**src/rtl/usm_bus_pkg.sv**
```systemverilog
// rtl/usm_bus_pkg.sv - shared bus types and encodings for the dmem arbiter
package usm_bus_pkg;

    localparam int BUS_AW = 32;
    localparam int BUS_DW = 32;

    // MemWrite codes as seen by dmem; zero means no write
    localparam logic [1:0] MW_NONE = 2'b00;
    localparam logic [1:0] MW_BYTE = 2'b01;
    localparam logic [1:0] MW_HALF = 2'b10;
    localparam logic [1:0] MW_WORD = 2'b11;

    // SizeLoad codes as seen by dmem; the arbiter passes them through untouched
    localparam logic [2:0] SL_LB  = 3'b000;
    localparam logic [2:0] SL_LH  = 3'b001;
    localparam logic [2:0] SL_LW  = 3'b010;
    localparam logic [2:0] SL_LBU = 3'b011;
    localparam logic [2:0] SL_LHU = 3'b100;

    typedef struct packed {
        logic [1:0]        we;
        logic [2:0]        size;
        logic [BUS_AW-1:0] addr;
        logic [BUS_DW-1:0] wdata;
    } bus_cmd_t;

    typedef enum logic [1:0] {
        IDLE  = 2'd0,
        ISSUE = 2'd1,
        RESP  = 2'd2
    } arb_state_t;

endpackage

```
**src/rtl/rr_arb2.sv**
```systemverilog
// rtl/rr_arb2.sv - combinational two-way round-robin pick
module rr_arb2 (
    input  logic req0,
    input  logic req1,
    input  logic last_owner,
    output logic valid,
    output logic winner
);

    // A lone requester wins outright; on a tie the port that did not go last wins
    always_comb begin
        valid  = req0 | req1;
        winner = 1'b0;
        if (req0 && req1) begin
            winner = ~last_owner;
        end else if (req1) begin
            winner = 1'b1;
        end
    end

endmodule

```
**src/rtl/dmem_arbiter.sv**
```systemverilog
// rtl/dmem_arbiter.sv - round-robin sharing of dmem between CPU and UART loader
module dmem_arbiter
    import usm_bus_pkg::*;
#(
    // Must match the package bus widths, which size the command register
    parameter int AW = BUS_AW,
    parameter int DW = BUS_DW
) (
    input  logic          clk,
    input  logic          reset,

    input  logic          r0_req,
    input  logic [1:0]    r0_we,
    input  logic [2:0]    r0_size,
    input  logic [AW-1:0] r0_addr,
    input  logic [DW-1:0] r0_wdata,
    output logic          r0_gnt,
    output logic          r0_rvalid,
    output logic [DW-1:0] r0_rdata,

    input  logic          r1_req,
    input  logic [1:0]    r1_we,
    input  logic [2:0]    r1_size,
    input  logic [AW-1:0] r1_addr,
    input  logic [DW-1:0] r1_wdata,
    output logic          r1_gnt,
    output logic          r1_rvalid,
    output logic [DW-1:0] r1_rdata,
    input  logic          r1_lock,

    output logic [1:0]    mem_we,
    output logic [2:0]    mem_size,
    output logic [AW-1:0] mem_addr,
    output logic [DW-1:0] mem_wdata,
    input  logic [DW-1:0] mem_rdata,
    output logic          busy
);

    arb_state_t state, state_nx;
    bus_cmd_t   cmd;
    logic       owner;
    logic       last_owner;
    logic       elig0;
    logic       pick_valid;
    logic       pick_winner;
    logic       win;

    assign elig0 = r0_req & ~r1_lock;

    rr_arb2 u_rr_arb2 (
        .req0       (elig0),
        .req1       (r1_req),
        .last_owner (last_owner),
        .valid      (pick_valid),
        .winner     (pick_winner)
    );

    // Grants are only given from IDLE and never while reset is held
    assign win = reset && (state == IDLE) && pick_valid;

    // State, command capture and round-robin history
    always_ff @(posedge clk or negedge reset) begin
        if (!reset) begin
            state      <= IDLE;
            cmd        <= '0;
            owner      <= 1'b0;
            last_owner <= 1'b1;
        end else begin
            state <= state_nx;
            if (win) begin
                owner      <= pick_winner;
                last_owner <= pick_winner;
                if (pick_winner) begin
                    cmd <= {r1_we, r1_size, r1_addr, r1_wdata};
                end else begin
                    cmd <= {r0_we, r0_size, r0_addr, r0_wdata};
                end
            end
        end
    end

    // Next state plus grant, memory strobe and response muxing
    always_comb begin
        state_nx  = state;
        r0_gnt    = 1'b0;
        r1_gnt    = 1'b0;
        r0_rvalid = 1'b0;
        r1_rvalid = 1'b0;
        r0_rdata  = '0;
        r1_rdata  = '0;
        mem_we    = MW_NONE;
        case (state)
            IDLE: begin
                if (win) begin
                    r0_gnt   = ~pick_winner;
                    r1_gnt   = pick_winner;
                    state_nx = ISSUE;
                end
            end
            ISSUE: begin
                mem_we   = cmd.we;
                state_nx = (cmd.we != MW_NONE) ? IDLE : RESP;
            end
            RESP: begin
                if (owner) begin
                    r1_rvalid = 1'b1;
                    r1_rdata  = mem_rdata;
                end else begin
                    r0_rvalid = 1'b1;
                    r0_rdata  = mem_rdata;
                end
                state_nx = IDLE;
            end
            default: state_nx = IDLE;
        endcase
    end

    // Address, size and data hold the last command so dmem sees stable lines
    assign mem_size  = cmd.size;
    assign mem_addr  = cmd.addr;
    assign mem_wdata = cmd.wdata;
    assign busy      = (state != IDLE);

endmodule

```
**config.mk**
```make
export PLATFORM = sky130hd
export DESIGN_NAME = dmem_arbiter
export DESIGN_NICKNAME = d
export VERILOG_FILES = /design/src/rtl/usm_bus_pkg.sv /design/src/rtl/rr_arb2.sv /design/src/rtl/dmem_arbiter.sv
export SDC_FILE = /design/constraint.sdc
export NUM_CORES = 1
export LEC_CHECK = 0
export CORE_AREA = 3 3 122 124
export CTS_CLUSTER_DIAMETER = 80
export DETAILED_ROUTE_END_ITERATION = 8
export DIE_AREA = 0 0 125 127
export DONT_BUFFER_PORTS = 1
export PLACE_DENSITY = 0.51
export SYNTH_ARGS = -nofsm -noshare
export SYNTH_HDL_FRONTEND = slang
export SYNTH_SLANG_ARGS = --single-unit
```
**constraint.sdc**
```tcl
create_clock -name clk -period 1.74 [get_ports clk]
set_clock_uncertainty 0.15 [all_clocks]
set_input_delay 0.174 -clock clk [delete_from_list [all_inputs] [get_ports clk]]
set_output_delay 0.174 -clock clk [all_outputs]
set_load 0.05 [all_outputs]
```
==> results.yml <==
logic_synthesis:
  synth_area_sq_um: 4610
  synth_top_area_cell: "dfrtp_1"
  syn_nets: 718
  syn_inst: 543
  ys_ff_latch: 73
  yosysWarnings: 0
  seq_area_frac_synth_pct: 39.6
  syn_area_per_cell_sq_um: 8.50
  ys_types: 20
  synth_top_area_share_pct: 39.0
  yosys-top-cells-area: "dfrtp_1 39%, o221ai_1 13%, buf_4 12%"
sta:
  finalCriticalPeriod_ns: 2.00
  tightest_slew_ns: 0.535
  setup_violations: 68
  rsz0062_at_grt: "yes"
  slew_viol_final: 0
  fmax_mhz: 499
  hold_viol: 73
  timing.final.ws_setup_ns: -0.264
  fin_hold_ws_ns: -0.615
  slew-limit-headroom_pct: 64.3
  period_share_pct: 115
pwr:
  power_mw: 8.23
  leakage_nw: 3.31
  vdd_drop_max_uv: 661
  p_per_area_nw_per_um2: 1150
floorplanning:
  coreArea_sq_um: 13900
  die-area_sq_um: 15900
  floorplan.initialDensity_pct: 33.2
  die_w_microns: 125
  ios: 313
  die_h_microns: 127
  rows: 43
route:
  drc: 0
  routed-via-count: 4388
  drtIter0Drc: 164
  avgRoutedWirePerCell_microns: 20.5
  wl_microns: 17200
  viasPerCell: 5.23
  final_antenna_net_count: 0
  dr.pass1.iters: 4
cells_and_area:
  fin_area_sq_um: 7170
  final_cell_mix: "140 x inv_1, 138 x dlygate4sd3_1, 72 x dfrtp_1"
  fin_nets: 826
  final_util_pct: 51.6
  fillers: 1200
  drive_above_1_share_pct: 25.3
  fin_cells: 839
  mostFrequentLayoutCell: "inv_1"
  area_growth_pct: 55.4
worst_setup_path:
  reg2reg_depth: 4
  worstPathCellList: "buf_6 -> nor3b_4 -> buf_12 -> clkbuf_16 -> and2_4 -> buf_12"
  worstPathArrival_ns: 1.68
  path_buf_inv: 4
  cp_common_cell: "buf_12"
  rrSetupSlack_ns: 0.02
  cp_max_fo: 8
  worstSetupStartpointType: "flop"
  crit_family: "buffers and inverters"
  cpPeakStageDelay_ns: 0.41
  cp_num_cells: 6
  cp_data_required_time_ns: 1.42
  crit_type: "reg2out"
  reg2reg_to: "mem_addr[4]"
  slowest_stage: "dfrtp_1"
  critPathCaptureType: "primary output"
  r2r_start: "state[0]"
  startpoint: "state[0]"
  setup.worst_path.end: "r1_rdata[4]"
grt:
  grt_pass1_wl_microns: 25300
  grt_antenna_before_repair: 0
  grtUsageTotal_pct: 20.0
  grt_max_degree: 75
  grt_remaining_overflow: 0
  grt_pass1_vias: 4559
place:
  dpl.cell_count: 673
  dpl.hpwl_microns: 11000
  portBuffers: 0
  placed_cell_area_sq_um: 5120
  gp_congestion: 0.862
clock_network:
  postCtsHoldBufs: 138
  cts_buffers: 9
  cts_tree: "done"
  cts_max_level: 3
  clk_path_buf_depth: 2
  path_clk_slew_ns: 0.07
  clock_latency_ns: 0.33
  clk_root_buffer_cell: "clkbuf_16"
  clock_sinks: 73
outcome:
  violations: "negative hold slack, negative setup slack"
  outcome: "complete, but fails checks"
run:
  maxCapViolations: 0
worst_hold_path:
  hold_class: "in2async"
## cells in the mapped netlist
library cell and count:
inv_1 141, buf_4 75, dfrtp_1 72, nand4_1 69, o221ai_1 69, and2_1 64
clkbuf_1 26, buf_2 10, nor3b_1 5, o21ai_0 2, and3_1 1, buf_1 1
dfstp_2 1, nand2b_1 1, nand3_2 1, nand3b_1 1, nor2b_1 1, nor4b_1 1
o21a_1 1, or2_2 1
## through the flow
step                setup TNS, ns  setup slack (ns)
finish                     -14.26            -0.264
global route               -21.60            -0.331
CTS                        -13.94            -0.281
detailed placement              0            0.0876
global placement                0            0.0931
floorplan                  -0.307            -0.153
## report_power, final
group	total, mW	internal, mW	switching (mW)
logic	2.39	1.00	1.38
clock network	2.03	1.30	0.729
registers	3.82	2.15	1.67
## per-layer routing
layer	vias up	global-route usage, %	share of wire [%]
met5	-	0	0
met4	0	8.29	3.5
met3	42	6.35	7.9
met2	248	37.1	54
met1	2127	20.9	35
li1	1971	-	-
## worst min-delay path by stage
stage / end / slack (ns) / startpoint
after global placement: mem_addr[8] / -0.27 / reset
after floorplan: cmd[67] / -0.27 / reset
after CTS: mem_addr[19] / -0.64 / reset
after detailed placement: mem_addr[7] / -0.27 / reset
after global routing: mem_addr[27] / -0.64 / reset
final: mem_addr[19] / -0.61 / reset
## layout make-up
cell class | count | area [sq um] | area share [%]
clock inverter | 6 | 90.1 | 1.26
antenna | 3 | 7.51 | 0.105
sequential | 73 | 1830 | 25.5
clock buffer | 10 | 239 | 3.33
tap | 180 | 225 | 3.14
multi-input combinational | 217 | 1780 | 24.9
timing repair buffer | 209 | 2470 | 34.4
inverter | 141 | 529 | 7.38
## repair_timing
action,CTS,global route
endpoints found under the hold margin,142,73
resized for setup,62,28
setup buffers,2,5
pin swaps,18,28
endpoints found under the setup margin,68,94
cloned,1,4
## worst reg2reg max path: cells and delay by family (launching register included)
family,cells,cell delay [ns]
flip-flops,1,0.41
AO/OA/AOI/OAI,2,0.47
AND/OR/NAND/NOR,1,0.35
buffers and inverters,1,0.20
## state kept, by name, indices dropped and copies added (netlist names)
signal and cells:
mem_addr 32, mem_wdata 32, mem_size 3, cmd 2, state 2, last_owner 1, owner 1
## cell families (layout without fill, tap and decap cells)
kind of cell | count (synthesis) | count (layout) | share of synthesized area [%]
AOI/OAI and AO/OA | 72 | 72 | 13.5
buffers and inverters | 253 | 366 | 27.0
and+or+nand+nor | 145 | 145 | 20.0
DFF | 73 | 73 | 39.6
other | 0 | 3 | 0
(Power assumes the default switching activity.)
